==> config.mk <==
export PLATFORM = sky130hd
export DESIGN_NAME = gravity_ctrl
export DESIGN_NICKNAME = d
export VERILOG_FILES = /design/src/rtl/tetris_timing_pkg.sv /design/src/rtl/gravity_ctrl_level_tracker.sv /design/src/rtl/gravity_ctrl.sv
export SDC_FILE = /design/constraint.sdc
export NUM_CORES = 1
export LEC_CHECK = 0
export CAP_MARGIN = 25
export CORE_UTILIZATION = 64
export DETAILED_ROUTE_END_ITERATION = 12
export DONT_BUFFER_PORTS = 1
export PLACE_DENSITY = 0.8
export RECOVER_POWER = 100
export SLEW_MARGIN = 10
export SYNTH_ARGS = -nofsm -noshare
export SYNTH_HDL_FRONTEND = slang
export SYNTH_SLANG_ARGS = --single-unit
==> constraint.sdc <==
create_clock -name clk -period 4.4 [get_ports clk]
set_input_delay 0.88 -clock clk [delete_from_list [all_inputs] [get_ports clk]]
set_output_delay 0.88 -clock clk [all_outputs]
set_load 0.01 [all_outputs]
==> src/rtl/tetris_timing_pkg.sv <==
// Shared timing definitions for the Tetris gravity path: run-state encoding,
// default divider bounds and level limits.
package tetris_timing_pkg;

    // Game run state, encoded to match the externally visible state port
    typedef enum logic [1:0] {
        IDLE   = 2'd0,
        RUN    = 2'd1,
        PAUSED = 2'd2,
        OVER   = 2'd3
    } state_t;

    // Level-0 bound: 0.8 s drop period at 100 MHz
    localparam int unsigned DEF_BASE_UB         = 32'd39_999_999;
    localparam int unsigned DEF_STEP_UB         = 32'd2_500_000;
    localparam int unsigned DEF_SOFT_UB         = 32'd2_499_999;
    localparam int unsigned DEF_LINES_PER_LEVEL = 32'd10;
    localparam int unsigned MAX_LEVEL           = 32'd15;

    // A single lock can clear at most four lines; larger codes are clamped
    function automatic logic [2:0] clamp_lines(input logic [2:0] raw);
        return (raw > 3'd4) ? 3'd4 : raw;
    endfunction

endpackage

==> src/rtl/gravity_ctrl_level_tracker.sv <==
// Line and level bookkeeping for one game: running line total, lines
// accumulated toward the next level, and the saturating level counter.
module level_tracker
    import tetris_timing_pkg::*;
#(
    parameter int unsigned LINES_PER_LEVEL = DEF_LINES_PER_LEVEL
) (
    input  logic        clk,
    input  logic        rst,
    input  logic        clear,
    input  logic        count_en,
    input  logic [2:0]  lines_cleared,
    output logic [3:0]  level,
    output logic [15:0] lines_total
);

    localparam logic [4:0] LPL  = 5'(LINES_PER_LEVEL);
    localparam logic [3:0] MAXL = 4'(MAX_LEVEL);

    logic [3:0]  lil;
    logic [2:0]  n;
    logic [16:0] total_sum;
    logic [4:0]  lil_sum;

    assign n         = clamp_lines(lines_cleared);
    assign total_sum = {1'b0, lines_total} + 17'(n);
    assign lil_sum   = {1'b0, lil} + 5'(n);

    // Accumulate cleared lines; a new game wipes everything, and since at most
    // four lines arrive per event a single subtraction handles the level-up
    always_ff @(posedge clk) begin
        if (rst || clear) begin
            lil         <= 4'd0;
            level       <= 4'd0;
            lines_total <= 16'd0;
        end else if (count_en) begin
            lines_total <= total_sum[16] ? 16'hFFFF : total_sum[15:0];
            if (lil_sum >= LPL) begin
                lil <= 4'(lil_sum - LPL);
                if (level != MAXL) begin
                    level <= level + 4'd1;
                end
            end else begin
                lil <= lil_sum[3:0];
            end
        end
    end

endmodule

==> src/rtl/gravity_ctrl.sv <==
// Gravity controller: run/pause/over state machine, level-dependent divider
// bound, and conversion of divider rising edges into one-cycle drop ticks.
module gravity_ctrl
    import tetris_timing_pkg::*;
#(
    parameter int unsigned BASE_UB         = DEF_BASE_UB,
    parameter int unsigned STEP_UB         = DEF_STEP_UB,
    parameter int unsigned SOFT_UB         = DEF_SOFT_UB,
    parameter int unsigned LINES_PER_LEVEL = DEF_LINES_PER_LEVEL
) (
    input  logic        clk,
    input  logic        rst,
    input  logic        start,
    input  logic        pause,
    input  logic        game_over,
    input  logic        soft_drop,
    input  logic        lines_valid,
    input  logic [2:0]  lines_cleared,
    input  logic        clkdiv_in,
    output logic [31:0] upperbound,
    output logic        drop_tick,
    output logic [3:0]  level,
    output logic [15:0] lines_total,
    output logic [1:0]  state
);

    state_t      state_q;
    state_t      state_d;
    logic        game_start;
    logic        in_run;
    logic        clkdiv_q;
    logic [31:0] level_ub;

    assign in_run     = (state_q == RUN);
    assign game_start = start && ((state_q == IDLE) || (state_q == OVER));
    assign level_ub   = BASE_UB - ({28'd0, level} * STEP_UB);
    assign state      = state_q;

    level_tracker #(
        .LINES_PER_LEVEL(LINES_PER_LEVEL)
    ) u_level_tracker (
        .clk          (clk),
        .rst          (rst),
        .clear        (game_start),
        .count_en     (lines_valid && in_run),
        .lines_cleared(lines_cleared),
        .level        (level),
        .lines_total  (lines_total)
    );

    // State register
    always_ff @(posedge clk) begin
        if (rst) begin
            state_q <= IDLE;
        end else begin
            state_q <= state_d;
        end
    end

    // Next-state logic; game_over outranks pause, start only matters when no game is live
    always_comb begin
        state_d = state_q;
        unique case (state_q)
            IDLE:    if (start) state_d = RUN;
            RUN:     if (game_over) state_d = OVER;
                     else if (pause) state_d = PAUSED;
            PAUSED:  if (game_over) state_d = OVER;
                     else if (pause) state_d = RUN;
            OVER:    if (start) state_d = RUN;
            default: state_d = IDLE;
        endcase
    end

    // Divider bound: soft drop overrides only while running, otherwise follow the level
    always_ff @(posedge clk) begin
        if (rst) begin
            upperbound <= BASE_UB;
        end else if (in_run && soft_drop) begin
            upperbound <= SOFT_UB;
        end else begin
            upperbound <= level_ub;
        end
    end

    // Rising-edge detect on the divided clock, gated by the pre-transition state
    always_ff @(posedge clk) begin
        if (rst) begin
            clkdiv_q  <= 1'b0;
            drop_tick <= 1'b0;
        end else begin
            clkdiv_q  <= clkdiv_in;
            drop_tick <= in_run && clkdiv_in && !clkdiv_q;
        end
    end

endmodule

==> run summary, run 1 <==
Status: finished, final reports clean
CP Buf/Inv Count: 1
Post-layout util: 68.8%
Drt first pass iters: 4
HP Class: flop to flop
Setup violators final: 0
H-tree levels: 2
Die X: 75.8 microns
Max cap viols: 0
Clk root buf: clkbuf_8
Unrepaired setup endpoints after global routing: no
Via Count: 2927
DRC viols: 0
Critical Path RT: 4640 ps
Crit-path max FO: 13
Maximum VDD drop: 0.280 mV
Synthesis-stage register bit count: 50
Row cnt: 26
CTS hold repair buffers: 0
Worst Tran Pin Value: 884 ps
Setup tns final: 0 ps
Gr ovfl total: 0
Final setup margin: 342 ps
Core Region: 5170 sq um
Tot GR Track Use: 27.7%
Slew Limit Fails: 0
WP data arrival: 4290 ps
Post-Route WL: 7.66 mm
Iter 0 DRT Violations: 138
Fin crit period: 4060 ps
Post-DR vias/cell: 6.09
Share of cells above drive strength 1: 6.33%
CP Launch Type: flop
Final Cycle Share: 92.2%
Crit path kind: flop to flop
Mapped Cells: 417
Clock skew: 9.29 ps
Synth Flop Type: dfxtp_1
# IOs: 66
Layout Area Growth over Synthesis: 2.04%
CTS Buffer Depth: 2
DP Area: 3490 sq um
Netlist cell types: 61
Reg area: 1000 sq um
Max_slew headroom: 40.9%
Max stage delay on crit path: 710 ps
Global placer's final weighted congestion: 0.911
First-pass GRT wire length: 12.0 mm
Clock Latency Late Sink: 320 ps
Power Density: 273 nW/um^2
Delay-heaviest family, CP: compound AO/OA/AOI/OAI gates
Commonest non-fill, non-tap cells in the layout: dfxtp_1, nand2_1, a21oi_1
Syn_area_per_cell: 8.37 sq um
Post-synth EDFFs: 0
Total CTS buffers: 5
Pin count of the biggest net entering global routing: 25
Multi-input logic area: 2270 sq um
Setup Fix Bufs, Post-CTS: 0
Crit-path cells: ha_1, ha_1, ha_1, inv_1, fa_1, nand2b_1, a21oi_1, xor2_1, a31o_1, a211oi_4, o21ai_1, a2111o_1, o211ai_1
TritonCTS clock tree: built
WL/cell: 15.9 microns
Most frequent cell on the critical path: ha_1
Die height: 75.8 microns
Nets: 461
Fmax: 246 MHz
Post-Layout Inst Area: 3560 sq um
Seq/Total Area, Yosys: 28.7%
Die area: 5750 sq um
Antenna violations before repair: 0
Syn Std Cell Area: 3490 sq um
CP Capture Type: flop
Vias in the first global route: 2689
Hold Vio Cnt, Final: 0
Slowest CP cell: dfxtp_1
Final ANT Viol Nets: 0
Starting Density: 67.4%
Power, Total: 0.972 mW
Resize count post-CTS: 0
Most common cell after layout, fill and taps aside: dfxtp_1
Ant. Diodes: 0
Fillers: 411
Ys Warns: 0
Port bufs: 0
Pre-CTS WS: 424 ps
CTS clk-pin slew, worst paths: 90 ps
Async set or reset register ratio after synthesis: 0%
Leakage: 1.52 nW
Clk sinks: 50
Detail Placement HPWL: 5.78 mm
path summary, 6_finish.rpt:
path,slack [ps],to,startpoint,depth (start not counted)
worst min register to register,480,u_level_tracker.lil[0],u_level_tracker.lil[0],2
worst min-delay path,480,u_level_tracker.lil[0],u_level_tracker.lil[0],2
worst max register to register,340,upperbound[25],u_level_tracker.level[3],13
worst max-delay path,340,upperbound[25],u_level_tracker.level[3],13
routing by layer:
layer  part of all wire [%]  global-route usage (%)  up-vias
met5                      0                       0        -
met4                    1.0                    6.79        0
met3                    7.4                    7.01        8
met2                     45                    45.4      128
met1                     46                    36.6     1370
li1                       -                       -     1421
flip-flops by register name, summed over array words and instances (netlist names):
name and flops:
state 2, upperbound 22, drop_tick 1, u_level_tracker.level 4
clkdiv_q 1, u_level_tracker.lil 4, u_level_tracker.lines_total 16
area by class of cell:
| cell class | count | share of cell area, % |
|---|---|---|
| clock buffer | 5 | 1.93 |
| clock inverter | 3 | 0.703 |
| inverter | 26 | 2.74 |
| multi-input combinational | 325 | 63.7 |
| sequential | 50 | 28.1 |
| tap | 70 | 2.46 |
| timing repair buffer | 2 | 0.316 |
where the power goes:
group          internal (mW)  switching (mW)
registers              0.479          0.0332
clock network          0.115           0.162
logic                 0.0607           0.122
total                  0.655           0.317
per-stage QoR:
| stage | hold slack [ps] | instances |
|---|---|---|
| final | 480 | 481 |
| after floorplan | 436 | 421 |
| after CTS | 485 | 481 |
| after detailed placement | 469 | 473 |
| after global placement | 447 | 473 |
| after global routing | 514 | 481 |
logic make-up (layout without fill, tap and decap cells):
| group | count (synthesis) | in the layout | share of synthesized area [%] |
|---|---|---|---|
| XOR/XNOR | 39 | 39 | 10.2 |
| AO/OA/AOI/OAI | 95 | 95 | 18.5 |
| multiplexers | 2 | 2 | 0.574 |
| flip-flops | 50 | 50 | 28.7 |
| adder cells (fa/ha/maj) | 40 | 40 | 15.2 |
| AND/OR/NAND/NOR | 144 | 144 | 20.5 |
| other | 1 | 5 | 0.108 |
| buffers and inverters | 46 | 36 | 6.24 |
synth_stat cells (3+ instances only):
cell type  count  area share, %
nor2b_1        7            1.3
fa_1           4            2.3
a211oi_1       5            1.1
clkbuf_1       8           0.86
nand3_1       15            2.2
a211oi_2       3            1.1
a21o_1         4           0.86
and3_1         6            1.1
nor2_1        32            3.4
ha_1          36             13
nor3_1        15            2.2
inv_1         26            2.8
a21oi_1       36            5.2
nand2_1       40            4.3
buf_4         10            2.2
dfxtp_1       50             29
o21ai_2        3           0.75
o21ai_0       18            2.6
xor2_1        17            4.3
xnor2_1       20            5.0
and2_1         6            1.1
nand4_1        5           0.90
or2_2          3           0.54
worst register-to-register path: cells and delay by family (launching register included):
family / cells / cell delay (ps)
adders and majority gates: 4 / 1270
xor gates and xnor gates: 1 / 170
buffers and inverters: 1 / 70
DFF: 1 / 710
and+or+nand+nor: 1 / 210
AOI/OAI and AO/OA: 6 / 1550
(Power assumes the default switching activity.)
==> inputs of run 2 (changes only) <==
--- a/config.mk
+++ b/config.mk
@@ -6,6 +6,7 @@
 export NUM_CORES = 1
 export LEC_CHECK = 0
 export CAP_MARGIN = 25
+export CORE_MARGIN = 5
 export CORE_UTILIZATION = 64
 export DETAILED_ROUTE_END_ITERATION = 12
 export DONT_BUFFER_PORTS = 1
==> run 2 against run 1 <==
Non-clock buffer count increased by 2. Total power increased by 5.4%. First-iteration DRC count increased by 17%. Die area increased by 22%. Sequential power about the same.
==> run summary, run 2 (synthesized netlist as in run 1, its figures left out) <==
Starting Density: 67.0% (-0.42 points)
Switch Pwr: 0.315 mW (-0.71%)
First-pass GRT wire length: 12.8 mm (+7.0%)
Biggest register: upperbound
Fmax: 250 MHz (+1.4%)
Logic pwr share: 17.6% (-1.2 points)
WP data arrival: 4240 ps (-50 ps)
R2r setup slk: 400 ps (+60 ps)
Final Cycle Share: 91.0% (-1.3 points)
Commonest non-fill, non-tap cells in the layout: dfxtp_1, nand2_1, a21oi_1
Via Count: 2854 (-2.5%)
Resize count post-CTS: 0 (unchanged)
# IOs: 66 (unchanged)
Vias in the first global route: 2745 (+2.1%)
Max stage delay on crit path: 600 ps (-110 ps)
Delay-heaviest family, CP: compound AO/OA/AOI/OAI gates
Pin count of the biggest net entering global routing: 25 (unchanged)
Gr ovfl total: 0 (unchanged)
Min-Delay Path Depth: 2 (unchanged)
Power, Total: 1.02 mW (+5.4%)
Hold Vio Cnt, Final: 0 (unchanged)
Unrepaired setup endpoints after global routing: no
Crit-path cells: ha_1, ha_1, ha_1, inv_1, fa_1, nand2b_1, a21oi_1, xor2_1, a31o_1, a211oi_1, o21ai_2, a2111o_1, o211ai_1
TritonCTS clock tree: built
H-tree levels: 2 (unchanged)
Die X: 83.8 microns (+11%)
Global routing usage on met1: 29.4% (-7.2 points)
Tot GR Track Use: 21.8% (-5.9 points)
Crit-path max FO: 9 (-4)
Met2 Use GR: 35.3% (-10 points)
Largest regs: upperbound (22), u_level_tracker.lines_total (16)
Switching Share: 30.7% (-1.9 points)
CTS clk-pin slew, worst paths: 90 ps (about the same)
WHS Endpoint: u_level_tracker.lil[0]
Critical Path RT: 4640 ps (about the same)
Share of cells above drive strength 1: 6.78% (+0.45 points)
Internal: 0.709 mW (+8.3%)
CTS Buffer Depth: 2 (unchanged)
R2R cell count: 13 (unchanged)
Die area: 7030 sq um (+22%)
Ant. Diodes: 0 (unchanged)
Power Density: 285 nW/um^2 (+4.6%)
Final setup margin: 397 ps (+55.0 ps)
Reg area: 1000 sq um (unchanged)
Drt first pass iters: 5 (+1)
Reg-to-reg endpoint: upperbound[25]
Clk root buf: clkbuf_8
Post-layout util: 68.9% (+0.075 points)
Hold Startpoint: u_level_tracker.lil[0]
Post-Route WL: 7.80 mm (+1.8%)
Global placer's final weighted congestion: 0.889 (-2.4%)
Cells after DPL: 475 (+0.42%)
Number of flip-flops in the largest register: 22 (unchanged)
Setup violators final: 0 (unchanged)
Slowest CP cell: dfxtp_1
DP Area: 3500 sq um (+0.43%)
Fin crit period: 4000 ps (-55.0 ps)
CP Launch Type: flop
Port bufs: 0 (unchanged)
M3 GR Usage: 6.02% (-0.99 points)
Iter 0 DRT Violations: 162 (+17%)
Cell Count, Final, Fillers Out: 483 (+0.42%)
Multi-input logic area: 2260 sq um (-0.22%)
Setup Fix Bufs, Post-CTS: 0 (unchanged)
Fillers: 431 (+4.9%)
Row cnt: 26 (unchanged)
FF-to-FF Start: u_level_tracker.level[1]
Post-DR vias/cell: 5.91 (-2.9%)
DRC viols: 0 (unchanged)
CTS hold repair buffers: 0 (unchanged)
CP Capture Type: flop
Maximum VDD drop: 0.248 mV (-11%)
Detail Placement HPWL: 5.98 mm (+3.5%)
Most frequent cell on the critical path: ha_1
Most used routing layer: met2
Leakage: 1.53 nW (+0.84%)
CP Buf/Inv Count: 1 (unchanged)
Sequential power share: 50.2% (-2.5 points)
Antenna violations before repair: 0 (unchanged)
Clock share of power: 32.2% (+3.7 points)
Nets: 463 (+0.43%)
Die height: 83.8 microns (+11%)
Status: finished, final reports clean
Final hold slack: 476 ps (-3.84 ps)
Clock Latency Late Sink: 310 ps (about the same)
Pre-CTS WS: 586 ps (+162 ps)
Core Region: 5200 sq um (+0.63%)
Clk sinks: 50 (unchanged)
Total CTS buffers: 5 (unchanged)
Layout Area Growth over Synthesis: 2.80%
Worst Tran Pin Value: 876 ps (-7.79 ps)
Final ANT Viol Nets: 0 (unchanged)
WL/cell: 16.1 microns (+1.3%)
Clock skew: 8.47 ps (-0.824 ps)
Max cap viols: 0 (unchanged)
Most common cell after layout, fill and taps aside: dfxtp_1
Max_slew headroom: 41.4% (+0.52 points)
Slew Limit Fails: 0 (unchanged)
Post-Layout Inst Area: 3590 sq um (+0.74%)
Crit path kind: flop to flop
Setup tns final: 0 ps (unchanged)
HP Class: flop to flop
run 2: cell count changes in the layout (fill, tap and decap cells not counted), sizes merged:
cell	change
buf	+1
clkbuf	+1
clkinvlp	+1
inv	-1
clkinv	-1
bufinv	+1
run 2: final cells by class:
| type | count | area share, % |
|---|---|---|
| clock buffers | 5 | 1.92 |
| clock inverters | 3 | 1.26 |
| inverters | 26 | 2.72 |
| multi-input cells | 325 | 63.1 |
| flip-flops and latches | 50 | 27.9 |
| well taps | 70 | 2.44 |
| repair buffers | 4 | 0.628 |
run 2: how the worst max path moves through the flow:
stage                                   startpoint              to  slack (ps)  cells past startpoint
after floorplan           u_level_tracker.level[2]  upperbound[25]         550                     14
after global placement    u_level_tracker.level[1]  upperbound[24]         700                     13
after detailed placement  u_level_tracker.level[1]  upperbound[24]         590                     13
after CTS                 u_level_tracker.level[1]  upperbound[24]         570                     13
after global routing      u_level_tracker.level[1]  upperbound[25]         180                     13
final                     u_level_tracker.level[1]  upperbound[25]         400                     13
run 2: metal layers:
metal  share of wire, %  wire length, microns
met1                 46                  3620
met3                7.2                   558
met2                 46                  3570
met5                  0                     0
met4               0.59                    46
run 2: tightest hold or removal path, cell delays in order (launching register included):
cell and delay, ps:
dfxtp_1 330, nand2_1 50, a21oi_1 50
run 2: power by group through the flow:
stage | clock [mW] | combinational (mW) | sequential [mW]
detailed placement | 0 | 0.179 | 0.524
finish | 0.330 | 0.180 | 0.514
global placement | 0 | 0.172 | 0.523
global route | 0.351 | 0.205 | 0.517
CTS | 0.331 | 0.181 | 0.514
floorplan | 0 | 0.149 | 0.516
==> inputs of run 3 (changes only) <==
--- a/config.mk
+++ b/config.mk
@@ -10,7 +10,7 @@
 export CORE_UTILIZATION = 64
 export DETAILED_ROUTE_END_ITERATION = 12
 export DONT_BUFFER_PORTS = 1
-export PLACE_DENSITY = 0.8
+export PLACE_DENSITY = 0.86
 export RECOVER_POWER = 100
 export SLEW_MARGIN = 10
 export SYNTH_ARGS = -nofsm -noshare
==> run 3 against run 2 <==
Register-to-register slack better by 200 ps. Sequential power about the same. Cell count is 0.41% lower. Combinational power grew 2%. Count of clock-buffer cells in the layout increased by 1. Worst setup slack improved by 200 ps. Fmax is 5.2% higher. Worst hold slack worse by 7.1 ps. Largest cell class unchanged.
==> run summary, run 3 (synthesized netlist as in run 1, its figures left out) <==
Crit-path max FO: 9 (unchanged)
DRC viols: 0 (unchanged)
Pin count of the biggest net entering global routing: 25 (unchanged)
Resize count post-CTS: 0 (unchanged)
Row cnt: 26 (unchanged)
Die X: 83.8 microns (unchanged)
# IOs: 66 (unchanged)
Post-Layout Inst Area: 3600 sq um (+0.45%)
WL/cell: 16.8 microns (+4.2%)
Status: finished, final reports clean
Clk root buf: clkbuf_8
Setup violators final: 0 (unchanged)
Vias in the first global route: 2702 (-1.6%)
Drt first pass iters: 5 (unchanged)
Fmax: 263 MHz (+5.2%)
Multi-input logic area: 2280 sq um (+0.72%)
Total CTS buffers: 5 (unchanged)
Power, Total: 1.05 mW (+2.1%)
CTS hold repair buffers: 0 (unchanged)
Pre-CTS WS: 631 ps (+45.0 ps)
Core Region: 5200 sq um (unchanged)
Share of cells above drive strength 1: 7.30% (+0.52 points)
Hold Vio Cnt, Final: 0 (unchanged)
Global placer's final weighted congestion: 0.929 (+4.6%)
First-pass GRT wire length: 13.5 mm (+5.2%)
Max_slew headroom: 42.4% (+0.93 points)
Iter 0 DRT Violations: 245 (+51%)
Slew Limit Fails: 0 (unchanged)
Reg area: 1000 sq um (unchanged)
Tot GR Track Use: 23.1% (+1.3 points)
Maximum VDD drop: 0.205 mV (-18%)
Largest regs: upperbound (22), u_level_tracker.lines_total (16)
Final ANT Viol Nets: 0 (unchanged)
CP Capture Type: flop
Fin crit period: 3800 ps (-199 ps)
Clock Latency Late Sink: 310 ps (about the same)
Clock skew: 10.4 ps (+1.97 ps)
TritonCTS clock tree: built
Biggest register: upperbound
Port bufs: 0 (unchanged)
Worst Tran Pin Value: 862 ps (-13.9 ps)
Post-DR vias/cell: 6.10 (+3.2%)
Post-Route WL: 8.09 mm (+3.7%)
Most common cell after layout, fill and taps aside: dfxtp_1
DP Area: 3490 sq um (-0.43%)
Fillers: 398 (-7.7%)
Ant. Diodes: 0 (unchanged)
Commonest non-fill, non-tap cells in the layout: dfxtp_1, nand2_1, a21oi_1, ha_1, nor2_1
CTS clk-pin slew, worst paths: 90 ps (about the same)
WP data arrival: 4030 ps (-210 ps)
Final setup margin: 596 ps (+199 ps)
H-tree levels: 2 (unchanged)
Setup Fix Bufs, Post-CTS: 0 (unchanged)
Detail Placement HPWL: 6.24 mm (+4.4%)
Unrepaired setup endpoints after global routing: no
CP Launch Type: flop
Starting Density: 67.0% (unchanged)
Power Density: 290 nW/um^2 (+1.6%)
Layout Area Growth over Synthesis: 3.26%
Gr ovfl total: 0 (unchanged)
HP Class: flop to flop
Die height: 83.8 microns (unchanged)
Max cap viols: 0 (unchanged)
Setup tns final: 0 ps (unchanged)
Leakage: 1.54 nW (+0.89%)
Clk sinks: 50 (unchanged)
Nets: 461 (-0.43%)
Final Cycle Share: 86.5% (-4.5 points)
Post-layout util: 69.2% (+0.31 points)
Die area: 7030 sq um (unchanged)
Critical Path RT: 4630 ps (about the same)
CTS Buffer Depth: 2 (unchanged)
Crit path kind: flop to flop
Antenna violations before repair: 0 (unchanged)
Via Count: 2934 (+2.8%)
Number of flip-flops in the largest register: 22 (unchanged)
[run 3: cell types whose count changed in the layout (fill, tap and decap cells not counted), sizes merged]
cell,change
inv,+1
clkinvlp,-2
clkbuf,-1
[run 3: metal layers]
| metal | up-vias | share of wire, % | global-route usage, % |
|---|---|---|---|
| met3 | 13 | 8.0 | 3.75 |
| met5 | - | 0 | 0 |
| met1 | 1359 | 42 | 30.8 |
| li1 | 1423 | - | - |
| met4 | 0 | 1.2 | 5.12 |
| met2 | 139 | 49 | 39.2 |
[run 3: worst paths after layout]
path                                                to  depth (start not counted)                     start  slack [ps]
worst min register to register  u_level_tracker.lil[2]                          2    u_level_tracker.lil[2]         470
worst max register to register          upperbound[25]                         13  u_level_tracker.level[1]         600
worst min-delay path            u_level_tracker.lil[2]                          2    u_level_tracker.lil[2]         470
worst max-delay path                    upperbound[25]                         13  u_level_tracker.level[1]         600
[run 3: worst max-delay path, stage by stage (launching register included)]
cell      delay [ps]
dfxtp_1          580
ha_1             330
ha_1             290
ha_1             190
inv_1             70
fa_1             390
nand2b_1         210
a21oi_1          230
xor2_1           170
a31o_1           300
a211oi_4         320
o21ai_2          130
a2111o_1         420
o211ai_1          90
[run 3: where the power goes]
group	internal [mW]	total, mW	leakage [nW]	switching [mW]
Sequential	0.479	0.514	0.405	0.0350
Clock	0.187	0.347	0.0618	0.160
Combinational	0.0607	0.184	1.08	0.123
Total	0.727	1.05	1.54	0.318
[run 3: layout make-up]
class / instances / area share [%]
well taps: 70 / 2.43
flip-flops and latches: 50 / 27.8
clock buffers: 6 / 2.29
clock inverters: 2 / 1.08
inverters: 26 / 2.71
multi-input cells: 325 / 63.3
repair buffers: 2 / 0.417
[run 3: through the flow]
stage	instances	hold slack, ps
after floorplan	421	436
after global placement	473	446
after detailed placement	473	454
after CTS	481	467
after global routing	481	491
final	481	469
